--- src/rtl/mips_multicycle_control.sv ---
// Multicycle MIPS control FSM: sequences fetch/decode/execute/memory/writeback
// over a shared-memory datapath, with memory-ready timeout, sticky traps and retire count.
module mips_multicycle_control #(
    parameter int MEM_TIMEOUT = 16,
    parameter int CNT_W       = 32,
    parameter int ALUOP_W     = 3
) (
    input  logic               clk,
    input  logic               reset,
    input  logic [31:0]        instr,
    input  logic               zero,
    input  logic               mem_ready,
    output logic               PCWrite,
    output logic               IorD,
    output logic               MemRead,
    output logic               MemWrite,
    output logic               IRWrite,
    output logic [1:0]         RegDst,
    output logic [1:0]         MemToReg,
    output logic               RegWrite,
    output logic               ALUSrcA,
    output logic [1:0]         ALUSrcB,
    output logic [ALUOP_W-1:0] ALUop,
    output logic [1:0]         PCSource,
    output logic [3:0]         state,
    output logic               trap,
    output logic [1:0]         cause,
    output logic [CNT_W-1:0]   instret
);

    typedef enum logic [3:0] {
        S_IDLE   = 4'd0,  S_FETCH  = 4'd1,  S_DECODE = 4'd2,  S_MEMADR = 4'd3,
        S_MEMRD  = 4'd4,  S_MEMWB  = 4'd5,  S_MEMWR  = 4'd6,  S_EXEC   = 4'd7,
        S_RWB    = 4'd8,  S_IMMEX  = 4'd9,  S_IMMWB  = 4'd10, S_BRANCH = 4'd11,
        S_JUMP   = 4'd12, S_TRAP   = 4'd13
    } state_t;

    localparam logic [ALUOP_W-1:0] ALU_ADD = ALUOP_W'(3'b010);
    localparam logic [ALUOP_W-1:0] ALU_SUB = ALUOP_W'(3'b110);
    localparam logic [ALUOP_W-1:0] ALU_AND = ALUOP_W'(3'b000);
    localparam logic [ALUOP_W-1:0] ALU_OR  = ALUOP_W'(3'b001);
    localparam logic [ALUOP_W-1:0] ALU_SLT = ALUOP_W'(3'b111);
    localparam logic [ALUOP_W-1:0] ALU_LUI = ALUOP_W'(3'b011);

    localparam logic [5:0] OP_SPECIAL = 6'b000000, OP_J    = 6'b000010, OP_JAL   = 6'b000011;
    localparam logic [5:0] OP_BEQ     = 6'b000100, OP_BNE  = 6'b000101, OP_ADDI  = 6'b001000;
    localparam logic [5:0] OP_ADDIU   = 6'b001001, OP_SLTIU = 6'b001011, OP_ORI  = 6'b001101;
    localparam logic [5:0] OP_LUI     = 6'b001111, OP_LW   = 6'b100011, OP_SW    = 6'b101011;

    localparam logic [5:0] FN_JR  = 6'b001000, FN_SYSCALL = 6'b001100, FN_ADD = 6'b100000;
    localparam logic [5:0] FN_SUB = 6'b100010, FN_AND     = 6'b100100, FN_OR  = 6'b100101;
    localparam logic [5:0] FN_SLT = 6'b101010;

    localparam logic [7:0] WAIT_LIMIT = 8'(MEM_TIMEOUT);

    state_t     st;
    logic [7:0] wait_cnt;
    logic [5:0] opcode;
    logic [5:0] funct;
    logic       unused_fields;
    state_t     dec_state;
    logic [1:0] dec_cause;
    logic       mem_wait;
    logic       timeout;

    assign opcode        = instr[31:26];
    assign funct         = instr[5:0];
    assign unused_fields = ^instr[25:6];
    assign state         = st;

    // The access times out on the cycle whose wait would make the count reach the limit.
    assign mem_wait = (st == S_FETCH) || (st == S_MEMRD) || (st == S_MEMWR);
    assign timeout  = mem_wait && !mem_ready && ((wait_cnt + 8'd1) == WAIT_LIMIT);

    always_comb begin
        dec_state = S_TRAP;
        dec_cause = 2'b01;
        case (opcode)
            OP_SPECIAL: begin
                case (funct)
                    FN_ADD, FN_SUB, FN_AND, FN_OR, FN_SLT: dec_state = S_EXEC;
                    FN_JR:      dec_state = S_JUMP;
                    FN_SYSCALL: dec_cause = 2'b11;
                    default:    dec_cause = 2'b01;
                endcase
            end
            OP_ADDI, OP_ADDIU, OP_SLTIU, OP_ORI, OP_LUI: dec_state = S_IMMEX;
            OP_LW, OP_SW:   dec_state = S_MEMADR;
            OP_BEQ, OP_BNE: dec_state = S_BRANCH;
            OP_J, OP_JAL:   dec_state = S_JUMP;
            default:        dec_state = S_TRAP;
        endcase
    end

    always_ff @(posedge clk) begin
        if (reset) begin
            st       <= S_IDLE;
            wait_cnt <= 8'd0;
            trap     <= 1'b0;
            cause    <= 2'b00;
            instret  <= '0;
        end else begin
            wait_cnt <= (mem_wait && !mem_ready) ? wait_cnt + 8'd1 : 8'd0;
            case (st)
                S_IDLE: st <= S_FETCH;
                S_FETCH: begin
                    if (mem_ready) st <= S_DECODE;
                    else if (timeout) begin
                        st <= S_TRAP; trap <= 1'b1; cause <= 2'b10;
                    end
                end
                S_DECODE: begin
                    st <= dec_state;
                    if (dec_state == S_TRAP) begin
                        trap  <= 1'b1;
                        cause <= dec_cause;
                    end
                end
                S_MEMADR: st <= (opcode == OP_LW) ? S_MEMRD : S_MEMWR;
                S_MEMRD: begin
                    if (mem_ready) st <= S_MEMWB;
                    else if (timeout) begin
                        st <= S_TRAP; trap <= 1'b1; cause <= 2'b10;
                    end
                end
                S_MEMWR: begin
                    if (mem_ready) begin
                        st      <= S_FETCH;
                        instret <= instret + CNT_W'(1);
                    end else if (timeout) begin
                        st <= S_TRAP; trap <= 1'b1; cause <= 2'b10;
                    end
                end
                S_EXEC:  st <= S_RWB;
                S_IMMEX: st <= S_IMMWB;
                S_MEMWB, S_RWB, S_IMMWB, S_BRANCH, S_JUMP: begin
                    st      <= S_FETCH;
                    instret <= instret + CNT_W'(1);
                end
                S_TRAP:  st <= S_TRAP;
                default: st <= S_IDLE;
            endcase
        end
    end

    always_comb begin
        PCWrite  = 1'b0;
        IorD     = 1'b0;
        MemRead  = 1'b0;
        MemWrite = 1'b0;
        IRWrite  = 1'b0;
        RegDst   = 2'b00;
        MemToReg = 2'b00;
        RegWrite = 1'b0;
        ALUSrcA  = 1'b0;
        ALUSrcB  = 2'b00;
        ALUop    = '0;
        PCSource = 2'b00;
        case (st)
            S_FETCH: begin
                MemRead = 1'b1;
                ALUSrcB = 2'b01;
                ALUop   = ALU_ADD;
                IRWrite = mem_ready;
                PCWrite = mem_ready;
            end
            S_DECODE: begin
                ALUSrcB = 2'b10;
                ALUop   = ALU_ADD;
            end
            S_MEMADR: begin
                ALUSrcA = 1'b1;
                ALUSrcB = 2'b10;
                ALUop   = ALU_ADD;
            end
            S_MEMRD: begin
                MemRead = 1'b1;
                IorD    = 1'b1;
            end
            S_MEMWB: begin
                RegWrite = 1'b1;
                MemToReg = 2'b01;
            end
            S_MEMWR: begin
                MemWrite = 1'b1;
                IorD     = 1'b1;
            end
            S_EXEC: begin
                ALUSrcA = 1'b1;
                case (funct)
                    FN_SUB:  ALUop = ALU_SUB;
                    FN_AND:  ALUop = ALU_AND;
                    FN_OR:   ALUop = ALU_OR;
                    FN_SLT:  ALUop = ALU_SLT;
                    default: ALUop = ALU_ADD;
                endcase
            end
            S_RWB: begin
                RegWrite = 1'b1;
                RegDst   = 2'b01;
            end
            S_IMMEX: begin
                ALUSrcA = 1'b1;
                ALUSrcB = (opcode == OP_ORI) ? 2'b11 : 2'b10;
                case (opcode)
                    OP_ORI:   ALUop = ALU_OR;
                    OP_SLTIU: ALUop = ALU_SLT;
                    OP_LUI:   ALUop = ALU_LUI;
                    default:  ALUop = ALU_ADD;
                endcase
            end
            S_IMMWB: RegWrite = 1'b1;
            S_BRANCH: begin
                ALUSrcA  = 1'b1;
                ALUop    = ALU_SUB;
                PCSource = 2'b01;
                PCWrite  = (opcode == OP_BEQ) ? zero : !zero;
            end
            S_JUMP: begin
                PCWrite  = 1'b1;
                PCSource = (opcode == OP_SPECIAL) ? 2'b11 : 2'b10;
                if (opcode == OP_JAL) begin
                    RegWrite = 1'b1;
                    RegDst   = 2'b10;
                    MemToReg = 2'b10;
                end
            end
            default: ;
        endcase
    end

endmodule

--- config.mk ---
export PLATFORM = sky130hd
export DESIGN_NAME = mips_multicycle_control
export DESIGN_NICKNAME = d
export VERILOG_FILES = /design/src/rtl/mips_multicycle_control.sv
export SDC_FILE = /design/constraint.sdc
export NUM_CORES = 1
export LEC_CHECK = 0
export ABC_CLOCK_PERIOD_IN_PS = 3610
export BUFFER_PORTS_ARGS = -buffer_cell sky130_fd_sc_hd__buf_2
export CAP_MARGIN = 10
export CELL_PAD_IN_SITES_DETAIL_PLACEMENT = 1
export CELL_PAD_IN_SITES_GLOBAL_PLACEMENT = 2
export CORE_ASPECT_RATIO = 1.25
export CORE_MARGIN = 5
export CORE_UTILIZATION = 30
export CTS_CLUSTER_DIAMETER = 40
export CTS_CLUSTER_SIZE = 24
export DETAILED_ROUTE_END_ITERATION = 8
export PLACE_DENSITY = 0.87
export SYNTH_ARGS = -nofsm -noshare
export SYNTH_HDL_FRONTEND = slang
export SYNTH_SLANG_ARGS = --single-unit
--- constraint.sdc ---
create_clock -name clk -period 3.61 [get_ports clk]
set_clock_uncertainty 0.15 [all_clocks]
set_input_delay 0.722 -clock clk [delete_from_list [all_inputs] [get_ports clk]]
set_output_delay 0.722 -clock clk [all_outputs]
set_load 0.005 [all_outputs]
After elaboration in Yosys (flattened, before gate mapping)
Cells that the tools add are included.
Widths: inputs -> output; s select.
{ "word_totals": {"ff_bits": 47, "latchBits": 0, "ramBits": 0, "mem_bits_ro": 0, "input_bits": 36, "out_inout_bits": 57, "wordCells": 111, "n_memories": 0} }
{ "classes": {"n_addsub": 2, "n_mul": 0, "n_div": 0, "magnitude_cmp": 0, "eq_ne": 37, "shifts": 0, "muxes": 39, "bitwise": 1, "reduce_logical": 27} }
{ "ops": {"columns": ["operator", "n"], "rows": [
  ["$pmux 32 s2", 1],
  ["$eq 6x4->1 const B", 7],
  ["$eq 6x6->1 const B", 7],
  ["$pmux 4 s9", 1],
  ["$add 32x1->32 const B", 1],
  ["$mux 32", 1],
  ["$eq 4x4->1 const B", 7],
  ["$pmux 3 s4", 2],
  ["$pmux 4 s5", 1],
  ["$eq 4x3->1 const B", 4],
  ["$mux 4", 4],
  ["$pmux 2 s2", 4],
  ["$reduce_or 5->1", 3],
  ["$mux 2", 7],
  ["$reduce_or 2->1", 7],
  ["$eq 6x2->1 const B", 2],
  ["$eq 6x3->1 const B", 2],
  ["$mux 1", 12],
  ["$pmux 3 s3", 1],
  ["$reduce_or 3->1", 3],
  ["$add 8x1->8 const B", 1],
  ["$eq 4x2->1 const B", 2],
  ["$eq 8x5->1 const B", 1],
  ["$pmux 4 s2", 1],
  ["other kinds (17)", 24]
]} }

Longest topological paths before layout
{ "logic_depth": {"word_depth": 8, "mapped_depth": 8, "depth_no_buf": 7} }

Least setup slack after synthesis
No wires, ideal clock.
{ "synth_path": {"path_type": "in2out", "start": "input instr[28]", "end": "output PCSource[0]", "t_arrival_ns": 1.714, "t_required_ns": 2.738, "path_slack_ns": 1.024, "stages": 4, "path_buffers": 0, "path_cell_list": "nor4_1 > nor3b_1 > nand3_1 > a21oi_1"} }
{ "synth_via": {"elab_chain_len": 3} }
{ "synth_lines": {"columns": ["element", "line", "rtl"], "rows": [
  ["start: declaration", "10", "input logic [31:0] instr,"],
  ["$logic_not 6->1", "221", "PCSource = (opcode == OP_SPECIAL) ? 2'b11 : 2'b10;"],
  ["$mux 1", "221", null],
  ["$pmux 2 s2", "159", "case (st)"],
  ["end: declaration", "24", "output logic [1:0] PCSource,"]
]} }
Every way passes these cells.

Worst setup path in the final report
{ "layout_path": {"start": "input instr[29]", "end": "output PCSource[0]"} }
Same word-level chain as after synthesis.

==> results.cfg <==
[flow_run]
maxCapViolations = 0

[yosys]
ys_seq_area_frac = 0.3323
synth_warnings = 0
syn_nets = 400
synth_common_cells = 58 x nor2_1, 47 x dfxtp_1, 25 x xor2_1
syn_avg_cell_area_um2 = 7.843
synthCells = 361
synth_area_um2 = 2831
synthDistinctLibCells = 56
yosysMostFrequentCell = nor2_1
yosysTopAreaCellShare = 0.3323
synthFlopType = dfxtp_1
postSynth.asyncResetShare = 0
synth_area_leader_cell = dfxtp_1
synth_edf_count = 0
synth_area_leaders = dfxtp_1 33%, xor2_1 7.7%, nor2_1 7.7%
ys_ff_latch = 47

[timing]
setup_violations = 0
tightestPinTransition_ps = 860.1
final-hold-violation-count = 0
fin_crit_sh = 0.8146
max_freq_ghz = 0.3401
finalSetupTns_ps = 0
period_minus_slack_ps = 2941
rsz0062_at_grt = no
slew_violations = 0
slew_headroom = 0.4258

[setup_path]
cp_max_fo = 12
critPathArrivalTime_ps = 2070
critPathKind = in2out
worstSetupStartpointType = input port
crit_chain = buf_2 > nor4_1 > nor3b_1 > nand3_1 > a21oi_1 > buf_2
worstPathRequired_ps = 2740
slowest_delay_ps = 420
cp_common_cell = buf_2
crit_slowest_cell = nor4_1
timing.rr.start = state[3]$_SDFF_PP0_
startpoint = instr[29]
worst_setup_path_end_kind = primary output

[grt]
antenna_found_initial = 0
grt_pass1_vias = 2971
grt_overflow = 0
grt.total_usage = 0.1447
grt_max_degree = 39
grt_pass1_wl_mm = 14.25

[cells_and_area]
drive_gt1_frac = 0.2311
finalNonFillerCells = 547
antenna_cells = 0
finalInstanceArea_um2 = 3453
area_growth_pct = 21.96
nets = 462
fill_cells = 1180
postLayoutCoreUtil = 0.3764

[die]
floorplan.initialDensity = 0.3086
coreArea_um2 = 9174
fp.dieH_um = 118.6
die_w_um = 96.90
rows = 39
io_pins = 93
die-area_um2 = 11490

[clocking]
insertion_delay_ps = 280
cts_tree = done
cts.sinks = 47
cts_buffer_depth = 2
htreeDepth = 2
root_buffer = clkbuf_16
clk_pin_slew_ps = 60
cts_setup_buffers = 0
numCtsBuffers = 5
cts_hold_buf = 0
cts_resized = 0

[place]
placed_cells = 539
post_dp_cell_area_um2 = 3279
routabilityCongestion = 0.8387
numPortBuffers = 72
hpwl_mm = 6.399

[detailed_routing]
detail_route.wirelength_mm = 8.355
drc = 0
drt-pass1-iter-count = 4
via_count = 2835
avgRoutedWirePerCell_um = 15.27
viasPerCell = 5.183
drt_first_iter_violations = 64
final_antenna_net_count = 0

[hold_path]
hp-start = trap$_SDFFE_PP0P_
hold_class = reg2reg

[power]
fin_total_pwr_w = 0.001256
p_leak_nw = 1.443
power_density_nw_per_um2 = 363.6
max-vdd-ir-drop_mv = 0.2100

[run_status]
outcome = finished clean
[report_power, final]
part	leakage, nW	total, W	internal, W	switching [W]
registers	0.380	0.000548	0.000529	0.0000187
logic	0.977	0.000173	0.0000694	0.000104
clock network	0.0868	0.000534	0.000344	0.000190
total	1.44	0.00126	0.000943	0.000313
[cell usage in the layout (no fill, tap or decap), drive strengths merged, types with 4 or more instances in the layout]
cell / instances
and4: 5
nand2b: 5
nor3: 8
nor2b: 5
or3: 5
xnor2: 11
dfxtp: 47
buf: 75
nor2: 58
nand3: 16
inv: 13
a211oi: 4
and3: 6
nand4: 14
clkbuf: 6
nand2: 24
nand4b: 5
a41oi: 4
a21oi: 21
xor2: 25
o21ai: 19
[through the flow]
stage	hold WS, ps	setup slack, ps
global route	352.6	549.2
CTS	331.8	658.8
floorplan	290.6	1024
detailed placement	322.4	629.1
global placement	297.4	685.5
finish	324.3	669.3
[layout make-up]
cell class	instances	area, um2	share of cell area
sequential	47	940.9	0.2725
inverter	13	48.80	0.01413
timing repair buffer	75	382.9	0.1109
tap	123	153.9	0.04457
multi-input combinational	281	1753	0.5076
clock inverter	2	35.03	0.01014
clock buffer	6	138.9	0.04022
[metal layers]
metal / track usage / up-vias / part of all wire
met2: 0.2547 / 74 / 0.49
met5: 0 / - / 0
li1: - / 1395 / -
met4: 0.05619 / 0 / 0.025
met1: 0.1690 / 1351 / 0.43
met3: 0.03418 / 15 / 0.052
[cell families after synthesis]
family	after synthesis	share of synthesized area
and+or+nand+nor	168	0.3120
AOI/OAI and AO/OA	72	0.1754
DFF	47	0.3323
xor gates and xnor gates	36	0.1114
buffers and inverters	33	0.04861
adders and majority gates	3	0.01326
muxes	2	0.007071
[flip-flops by register name, summed over array words and instances (netlist names)]
register,count
wait_cnt,8
trap,1
cause,2
instret,32
state,4
[worst max-delay path: cells and delay by family]
family                 cells  cell delay, ps
AO/OA/AOI/OAI              1             150
buffers and inverters      2             300
AND/OR/NAND/NOR            3             880
[final timing paths]
kind,endpoint,slack (ps),depth (start not counted)
worst max-delay path,PCSource[0],670,6
worst min-delay path,trap$_SDFFE_PP0P_,320,2
worst max register to register,instret[10]$_SDFFE_PP0P_,850,6
worst min register to register,trap$_SDFFE_PP0P_,320,2
Power figures use the tool's default switching activity.
